<file path="config.mk">
export PLATFORM = sky130hd
export DESIGN_NAME = riscv_mcycle_ctrl
export DESIGN_NICKNAME = d
export VERILOG_FILES = /design/src/rtl/riscv_mcycle_ctrl.sv
export SDC_FILE = /design/constraint.sdc
export NUM_CORES = 1
export LEC_CHECK = 0
export CAP_MARGIN = 5
export CELL_PAD_IN_SITES_DETAIL_PLACEMENT = 2
export CELL_PAD_IN_SITES_GLOBAL_PLACEMENT = 2
export CORE_MARGIN = 2
export CORE_UTILIZATION = 20
export DETAILED_ROUTE_END_ITERATION = 8
export PLACE_DENSITY = 0.9
export SETUP_SLACK_MARGIN = 0.02
export SLEW_MARGIN = 20
export SYNTH_ARGS = -nofsm -noshare
export SYNTH_HDL_FRONTEND = slang
export SYNTH_SLANG_ARGS = --single-unit
</file>
<file path="constraint.sdc">
create_clock -name clk -period 4 [get_ports clk]
set_clock_uncertainty 0.15 [all_clocks]
set_input_delay 0.8 -clock clk [delete_from_list [all_inputs] [get_ports clk]]
set_output_delay 0.8 -clock clk [all_outputs]
set_load 0.02 [all_outputs]
</file>
<file path="src/rtl/riscv_mcycle_ctrl.sv">
`default_nettype none
// riscv_mcycle_ctrl: multicycle control FSM for a shared-memory RV32I datapath.
// Revision: 1.0 - lw/sw/R/I/beq/jal sequencing with sticky illegal-instruction trap.
module riscv_mcycle_ctrl #(
  parameter logic [3:0] RESET_STATE = 4'd0
) (
  input  logic       clk,
  input  logic       rst,
  input  logic [6:0] op,
  input  logic [2:0] funct3,
  input  logic       funct7_5,
  input  logic       alu_zero,
  input  logic       mem_ready,
  output logic       pc_we,
  output logic       adr_src,
  output logic       mem_req,
  output logic       mem_we,
  output logic       ir_we,
  output logic       reg_we,
  output logic [1:0] imm_src,
  output logic [1:0] alu_src_a,
  output logic [1:0] alu_src_b,
  output logic [1:0] alu_ctrl,
  output logic [1:0] result_src,
  output logic       illegal,
  output logic [3:0] state
);

  typedef enum logic [3:0] {
    S_FETCH    = 4'd0,
    S_DECODE   = 4'd1,
    S_MEMADR   = 4'd2,
    S_MEMREAD  = 4'd3,
    S_MEMWB    = 4'd4,
    S_MEMWRITE = 4'd5,
    S_EXEC_R   = 4'd6,
    S_EXEC_I   = 4'd7,
    S_ALUWB    = 4'd8,
    S_BEQ      = 4'd9,
    S_JAL      = 4'd10,
    S_TRAP     = 4'd11
  } state_t;

  localparam logic [1:0] c_ALU_ADD = 2'd0;
  localparam logic [1:0] c_ALU_SUB = 2'd1;
  localparam logic [1:0] c_ALU_AND = 2'd2;
  localparam logic [1:0] c_ALU_OR  = 2'd3;

  state_t state_q, state_d;
  logic   illegal_q;

  logic w_is_lw, w_is_sw, w_is_r, w_is_i, w_is_br, w_is_jal;
  logic w_alu_ok;
  logic [1:0] w_alu_fn;

  assign w_is_lw  = (op == 7'b0000011);
  assign w_is_sw  = (op == 7'b0100011);
  assign w_is_r   = (op == 7'b0110011);
  assign w_is_i   = (op == 7'b0010011);
  assign w_is_br  = (op == 7'b1100011);
  assign w_is_jal = (op == 7'b1101111);

  // Only add/sub, or, and are implemented; funct7_5 selects sub for R-type only.
  assign w_alu_ok = ((funct3 == 3'b000) || (funct3 == 3'b110) || (funct3 == 3'b111)) &&
                    !(w_is_r && funct7_5 && (funct3 != 3'b000));

  always_comb begin
    case (funct3)
      3'b110:  w_alu_fn = c_ALU_OR;
      3'b111:  w_alu_fn = c_ALU_AND;
      default: w_alu_fn = (w_is_r && funct7_5) ? c_ALU_SUB : c_ALU_ADD;
    endcase
  end

  always_comb begin
    state_d    = state_q;
    pc_we      = 1'b0;
    adr_src    = 1'b0;
    mem_req    = 1'b0;
    mem_we     = 1'b0;
    ir_we      = 1'b0;
    reg_we     = 1'b0;
    imm_src    = 2'd0;
    alu_src_a  = 2'd0;
    alu_src_b  = 2'd0;
    alu_ctrl   = c_ALU_ADD;
    result_src = 2'd0;
    case (state_q)
      S_FETCH: begin
        mem_req = 1'b1;
        if (mem_ready) begin
          ir_we      = 1'b1;
          pc_we      = 1'b1;
          alu_src_b  = 2'd2;
          result_src = 2'd2;
          state_d    = S_DECODE;
        end
      end
      S_DECODE: begin
        alu_src_a = 2'd1;
        alu_src_b = 2'd1;
        imm_src   = w_is_jal ? 2'd3 : 2'd2;
        if (w_is_lw || w_is_sw)             state_d = S_MEMADR;
        else if (w_is_r)                    state_d = w_alu_ok ? S_EXEC_R : S_TRAP;
        else if (w_is_i)                    state_d = w_alu_ok ? S_EXEC_I : S_TRAP;
        else if (w_is_br && funct3 == 3'b0) state_d = S_BEQ;
        else if (w_is_jal)                  state_d = S_JAL;
        else                                state_d = S_TRAP;
      end
      S_MEMADR: begin
        alu_src_a = 2'd2;
        alu_src_b = 2'd1;
        imm_src   = w_is_sw ? 2'd1 : 2'd0;
        state_d   = w_is_sw ? S_MEMWRITE : S_MEMREAD;
      end
      S_MEMREAD: begin
        adr_src = 1'b1;
        mem_req = 1'b1;
        if (mem_ready) state_d = S_MEMWB;
      end
      S_MEMWB: begin
        result_src = 2'd1;
        reg_we     = 1'b1;
        state_d    = S_FETCH;
      end
      S_MEMWRITE: begin
        adr_src = 1'b1;
        mem_req = 1'b1;
        mem_we  = 1'b1;
        if (mem_ready) state_d = S_FETCH;
      end
      S_EXEC_R: begin
        alu_src_a = 2'd2;
        alu_ctrl  = w_alu_fn;
        state_d   = S_ALUWB;
      end
      S_EXEC_I: begin
        alu_src_a = 2'd2;
        alu_src_b = 2'd1;
        alu_ctrl  = w_alu_fn;
        state_d   = S_ALUWB;
      end
      S_ALUWB: begin
        reg_we  = 1'b1;
        state_d = S_FETCH;
      end
      S_BEQ: begin
        alu_src_a = 2'd2;
        alu_ctrl  = c_ALU_SUB;
        pc_we     = alu_zero;
        state_d   = S_FETCH;
      end
      // PC takes the target latched in DECODE while the ALU computes old PC+4 for rd.
      S_JAL: begin
        alu_src_a = 2'd1;
        alu_src_b = 2'd2;
        pc_we     = 1'b1;
        state_d   = S_ALUWB;
      end
      S_TRAP:  state_d = S_TRAP;
      default: state_d = S_TRAP;
    endcase
  end

  always_ff @(posedge clk) begin
    if (rst) begin
      state_q   <= state_t'(RESET_STATE);
      illegal_q <= 1'b0;
    end else begin
      state_q   <= state_d;
      illegal_q <= illegal_q | (state_d == S_TRAP);
    end
  end

  assign illegal = illegal_q;
  assign state   = state_q;

endmodule
`default_nettype wire

</file>
==> results of run 1 <==
==> registers in the layout, indices dropped and copies added, names as in the netlist <==
| register | flops |
|---|---|
| illegal | 1 |
| state | 4 |
==> power by group <==
part | leakage (µW) | switching, µW | internal (µW) | total [µW]
sequential | 0.0000409 | 45.9 | 64.1 | 110
clock | 0.0000150 | 20.0 | 37.7 | 57.6
combinational | 0.000333 | 234 | 218 | 452
total | 0.000389 | 300 | 319 | 619
==> layout make-up <==
cell class / instances / area, µm² / area share, %
flip-flops and latches: 5 / 100 / 9.25
inverters: 6 / 23.8 / 2.20
clock buffers: 4 / 26.3 / 2.43
repair buffers: 38 / 373 / 34.5
multi-input cells: 78 / 502 / 46.4
well taps: 46 / 57.6 / 5.32
==> cells in the mapped netlist <==
| cell | number | area [µm²] |
|---|---|---|
| and4b_1 | 1 | 10.0 |
| o211ai_1 | 1 | 7.51 |
| a211o_1 | 1 | 8.76 |
| nor3b_1 | 3 | 22.5 |
| buf_2 | 1 | 5.00 |
| inv_1 | 5 | 18.8 |
| o22ai_1 | 2 | 12.5 |
| o21ai_1 | 1 | 5.00 |
| o21ai_0 | 4 | 20.0 |
| o41ai_1 | 1 | 8.76 |
| a21o_1 | 1 | 7.51 |
| nand4b_1 | 1 | 8.76 |
| or3_1 | 2 | 12.5 |
| clkinv_2 | 1 | 5.00 |
| nand3_1 | 1 | 5.00 |
| a21boi_0 | 1 | 7.51 |
| nor4bb_1 | 1 | 10.0 |
| nand2b_1 | 1 | 6.26 |
| buf_4 | 1 | 7.51 |
| nor4b_1 | 3 | 26.3 |
| and2_0 | 1 | 6.26 |
| nor2_1 | 16 | 60.1 |
| o31ai_2 | 1 | 12.5 |
| o221ai_2 | 1 | 15.0 |
| nand3b_1 | 4 | 30.0 |
| and2_1 | 2 | 12.5 |
| dfxtp_1 | 5 | 100 |
| a41oi_1 | 1 | 8.76 |
| a21oi_2 | 1 | 8.76 |
| or4b_4 | 1 | 13.8 |
| buf_6 | 1 | 11.3 |
| clkbuf_1 | 6 | 22.5 |
| xnor2_1 | 2 | 17.5 |
| a221oi_2 | 1 | 15.0 |
| a31oi_1 | 1 | 6.26 |
| mux2i_1 | 1 | 10.0 |
| nand2_1 | 4 | 15.0 |
| nor2b_1 | 1 | 6.26 |
| nand4bb_1 | 1 | 11.3 |
| nor3_1 | 6 | 30.0 |
| o22a_1 | 1 | 8.76 |
| a21oi_1 | 7 | 35.0 |
==> per-stage QoR <==
stage	total power [µW]	setup WS (ns)	utilization (%)	cell area, µm²	hold slack, ns
after global placement	549	0.233	32.2	1060	0.300
after floorplan	382	1.08	-	672	0.375
after CTS	629	0.160	33.0	1080	0.322
after global routing	674	0.0531	33.0	1080	0.340
after detailed placement	568	0.172	32.2	1060	0.317
final	619	0.175	33.0	1080	0.315
==> worst max-delay path: stages <==
cell and delay [ns]:
clkdlybuf4s50_1 0.44, nand4bb_1 0.24, nor4b_1 0.46, a31oi_1 0.15
o22ai_1 0.15, clkdlybuf4s50_1 0.63
==> metal layers <==
layer	share of wire, %	GRT usage [%]	wire (µm)	vias up
met2	54	25.0	1300	16
met5	0	0	0	-
met4	0	2.74	0	0
met3	3.0	1.86	73	0
li1	-	-	-	422
met1	43	15.8	1050	396
==> path summary, 6_finish.rpt <==
check / start / end / slack [ns]
worst max-delay path: op[3] / alu_ctrl[0] / 0.17
worst min-delay path: illegal / illegal / 0.32
worst max register to register: state[2] / illegal / 1.88
worst min register to register: illegal / illegal / 0.32
==> logic make-up (layout without fill, tap and decap cells) <==
family,count (synthesis),in the layout,synth area share (%)
simple gates,49,49,42.6
compound gates,26,26,27.9
flops,5,5,14.9
xor+xnor,2,2,2.61
buf+inv,15,48,10.4
mux,1,1,1.49
==> results by stage, run 1 <==
Status:
- The flow ran to the end, and the final reports show no timing, DRC or antenna violations.

Logic synthesis:
- After synthesis, the netlist uses 42 different library cells.
- The number of storage elements in the synthesis netlist is 5.
- The share of the Yosys chip area taken by registers is 14.9%.
- The average size of a mapped cell is 6.86 µm².
- The synthesized instance count is 98.
- Counting every net in the synthesized netlist gives 113.
- Summing every instance area after synthesis gives 672 µm².
- The number of warnings issued by yosys is 0.

Detailed routing:
- The post-detailed-route via-to-cell ratio is 4.71.
- The number of search-and-repair iterations in the first detailed-routing pass is 4.
- The number of DRC markers after the initial detailed-route iteration is 51.
- Dividing the detail-routed wire length by the instance count gives 13.7 µm.
- The DRC violation count after routing is 0.
- The total wirelength of the detailed-routed design is 2430 µm.
- The total via count after detailed routing is 834.
- The count of nets left with antenna violations once routing finished came out at 0.

Finish:
- The layout filler cell count is 389.
- Of the cells placed in the final design, the portion with a size suffix greater than 1 is 9.16%.
- The count of placed standard cells in the final layout, fillers left out is 177.
- Compared with the post-synthesis result, the final layout area differs by 61.1%.
- Leaving out fill and tap cells, the most frequent cells in the layout are clkdlybuf4s50_1, nor2_1, a21oi_1.
- The most common cell after layout, fill and taps aside is clkdlybuf4s50_1.
- In the final design database the tool counted 147 nets.
- The number of inserted diodes is 0.

Hold path:
- The class of the worst hold path is reg -> reg.
- The cell depth of the worst min-delay path is 2.

Floorplan:
- The floorplan step set the die height to 62.0 µm.
- The area of the core region is 3280 µm².
- Row generation in the floorplan step produced 21 rows.
- 36 I/O pins were placed.
- The die area is 3840 µm².
- Once the floorplan was initialized, standard cells occupied 20.5% of the core.
- The die span in x is 62.0 µm.

Clock tree:
- The maximum number of buffers from clock root to sink is 2.
- After clock tree synthesis, the setup repair step added 0 buffers.
- In this run, post-CTS hold repair placed 0 buffers.
- The root cell of the clock tree is clkbuf_4.
- TritonCTS built the clock tree.
- The clock transition at the registers of the reported paths is 0.04 ns.
- The clock latency on the worst-skew pair is 0.24 ns.
- CTS built an H-tree with a depth of 1.
- The count of clock tree sinks is 5.
- In this run, post-CTS repair resized a total of 0 instances.
- Buffers inserted during clock tree synthesis total 3.

Global routing:
- The initial antenna violation count was 0.
- The total overflow left after global routing is 0.
- The total routing usage reported by global routing is 13.3%.
- The first global-routing pass estimated 3880 µm of wire.
- The via count of the first global-routing pass is 840.
- The maximum number of pins on one net before global-route repair is 25.

Critical path:
- The number of cells on the worst reg-to-reg path is 6.
- The kind of launch point of the worst setup path is an input port.
- The worst setup path is captured at an output pin.
- The arrival time of the worst setup path is 2.88 ns.
- In this run the worst path has a maximum fanout of 3.
- The endpoint required time on the critical path is 3.05 ns.
- The kind of critical path is in -> out.

STA:
- Setup repair after global routing left no endpoint under its margin.
- The clock period could shrink to 3.83 ns.
- The number of slew-limit violations in the final report is 0.
- For this run, the top clock speed supported by timing is 0.261 GHz.
- The total setup violations reported at the end of the flow is 0.
- The worst pin sits at a relative slew slack of 47.4%.
- For the final routed database, the setup TNS stands at 0 ns.
- The transition time at the pin with the least slew margin is 0.788 ns.
- The total count of hold-check failures in the final report was 0.
- In the finished design, the share of the clock period the worst path needs comes to 95.6%.

Placed design:
- Once detailed placement completed, the half-perimeter wirelength came to 1970 µm.
- The number of buffers inserted by port buffering is 35.
- In this run, placement finished with an instance count of 173.
- The congestion estimate from routability-driven global placement came to 0.802.

Pwr:
- The reported leakage power is 0.000389 µW.
- The total power divided by cell area is 572 nW/µm².
- The highest ir drop seen on vdd is 0.158 mV.

Flow run:
- The max-cap check violation count is 0.
Power figures use the tool's default switching activity.
==> run 2: changes to the inputs <==
Settings changed: MAX_ROUTING_LAYER from default to met4, TNS_END_PERCENT from default to 5.
==> run 2 against run 1 <==
Clock-buffer cell count unchanged. Clock power about the same. Register-to-register slack hardly changed. Cell count unchanged. Via count grew 0.48%. Setup slack better by 0.0013 ns. Non-clock buffer count unchanged.
==> results by stage, run 2 (synthesis gave the netlist of run 1 again) <==
Detailed routing:
- Summed over all layers, the routed wires come to 2420 µm.
- The pre-antenna-repair detailed-routing pass consisted of 3 iterations.
- The detail route stage leaves a number of antenna-violating nets equal to 0.
- The post-detailed-route via-to-cell ratio is 4.73.
- Detailed routing placed a total of 73 µm of wire on met3.
- The detailed router used layers up to and including met3.
- After detailed routing, the average wire length per cell comes to 13.7 µm.
- The post-route met1 wirelength is 1050 µm.
- After detailed routing, the number of remaining DRC violations is 0.
- The first routing iteration left 50 violations.
- Wire segments on met2 add up to 1300 µm in the final route.
- The total via count after detailed routing is 838.

Placed design:
- Before CTS, the worst setup slack after placement is 0.172 ns.
- The number of buffers inserted by port buffering is 35.
- Summed over all nets, the half-perimeter wirelength after detailed placement is 1970 µm.
- The routability-driven placement congestion ratio is 0.814.
- The number of placed instances, taps included is 173.

STA:
- The number of slew-limit violations in the final report was 0.
- Setup total negative slack on the finished layout was measured at 0 ns.
- The total count of hold-check failures in the final report is 0.
- The minimum clock period is 3.82 ns.
- Setup repair after global routing left no endpoint under its margin.
- The final critical-path share of the clock period is 95.6%.
- The worst slew margin relative to its limit is 47.3%.
- The transition time at the pin with the least slew margin is 0.789 ns.
- In the post-route analysis, the smallest setup slack over all paths is 0.176 ns.
- The timing-limited maximum frequency is 0.262 GHz.
- The total setup violations reported at the end of the flow is 0.

Global routing:
- After global routing the overflow that remains totals 0.
- The first global-routing pass estimated 3870 µm of wire.
- The via count of the first global-routing pass is 840.
- Global routing used 13.7% of the available tracks.
- The initial antenna violation count is 0.
- The maximum number of pins on one net before global-route repair is 25.

Critical path:
- The end point of the critical path is alu_ctrl[0].
- The setup path with the least slack is of type in -> out.
- STA classifies the critical path endpoint as an output pin.
- Data arrives at the worst endpoint at 2.87 ns.
- The kind of launch point of the worst setup path is an input port.
- The beginning of the worst register-to-register path is state[2].
- The endpoint required time on the critical path is 3.05 ns.
- The destination of the worst register-to-register timing path is illegal.
- The biggest fanout along the worst timing path is 3.
- The worst setup path startpoint is op[3].
- Setup slack on the worst reg-to-reg path comes out at 1.88 ns.
- Counting cells, the worst reg-to-reg path comes to 6.

Finish:
- The number of inserted diodes is 0.
- After the last flow step, the layout net total stands at 147.
- In the final layout, the share of cells above drive strength 1 is 9.16%.
- In the layout the commonest cells are clkdlybuf4s50_1, nor2_1, a21oi_1.
- The utilization after layout is 33.0%.
- The library cell used most frequently in the layout, excluding fill and tap cells, is clkdlybuf4s50_1.
- The register with the most flip-flops in the layout has 4 of them.
- The layout-stage area growth over the synthesis result is 61.1%.
- After filler insertion, the fill cell instance count of the layout stands at 389.
- The count of placed standard cells in the final layout, fillers left out is 177.

Clock tree:
- After clock tree synthesis, the clock-pin slew on the worst setup and hold paths is 0.04 ns.
- In this run, post-CTS hold repair placed 0 buffers.
- The count of clock tree sinks is 5.
- The number of setup buffers added after CTS is 0.
- The count of H-tree levels built during CTS is 1.
- In this run the clock root is driven by a clkbuf_4.
- The post-cts gate resize count is 0.
- Clock latency on the worst-skew pair, taken at its later pin, is 0.24 ns.
- TritonCTS built the clock tree.
- The number of CTS-inserted buffers is 3.
- Counting along the longest clock path gives a buffer depth of 2.

Pwr:
- The total power draw is 619 µW.
- The reported leakage power is 0.000389 µW.
- VDD sags by at most 0.158 mV.
- The total power divided by cell area is 572 nW/µm².

Floorplan:
- 36 I/O pins were placed.
- The total number of placement rows is 21.
- Measured along the y axis, the die boundary spans 62.0 µm.
- The die span in x is 62.0 µm.
- The initial utilization of the core area, before any placement, comes to 20.5%.
- The core region is 3280 µm².
- The die covers 3840 µm².

Status:
- The flow ran to the end, and the final reports show no timing, DRC or antenna violations.

Flow run:
- Across the run, the number of max-cap violations was 0.

Hold path:
- The class of the worst hold path is reg -> reg.
[run 2: stage by stage]
stage               hold slack, ns  cell area [µm²]
detailed placement           0.317             1060
CTS                          0.322             1080
global route                 0.340             1080
floorplan                    0.375              672
finish                       0.315             1080
global placement             0.300             1060
[run 2: how the worst min path moves through the flow]
stage	startpoint	to	slack, ns	depth (start not counted)
2_1_floorplan	illegal	illegal	0.37	2
3_3_place_gp	illegal	illegal	0.30	2
3_5_place_dp	illegal	illegal	0.32	2
4_1_cts	illegal	illegal	0.32	2
5_1_grt	illegal	illegal	0.34	2
6_report	illegal	illegal	0.32	2
[run 2: per-layer routing]
layer  up-vias  track usage [%]
met5         -                -
met4         0             2.74
met3         0             1.86
met2        16             25.1
met1       399             15.6
li1        423                -
[run 2: where the power goes]
group          switching [µW]  leakage (µW)  internal (µW)
Sequential               45.9     0.0000409           64.1
Combinational             234      0.000333            218
Clock                    20.0     0.0000150           37.7
[run 2: critical path: stages]
cell	delay, ns
clkdlybuf4s50_1	0.44
nand4bb_1	0.24
nor4b_1	0.46
a31oi_1	0.15
o22ai_1	0.15
clkdlybuf4s50_1	0.63
[run 2: final cells by class]
cell class,instances,area (µm²),share of cell area [%]
clock buffer,4,26.3,2.43
inverter,6,23.8,2.20
multi-input combinational,78,502,46.4
sequential,5,100,9.25
tap,46,57.6,5.32
timing repair buffer,38,373,34.5
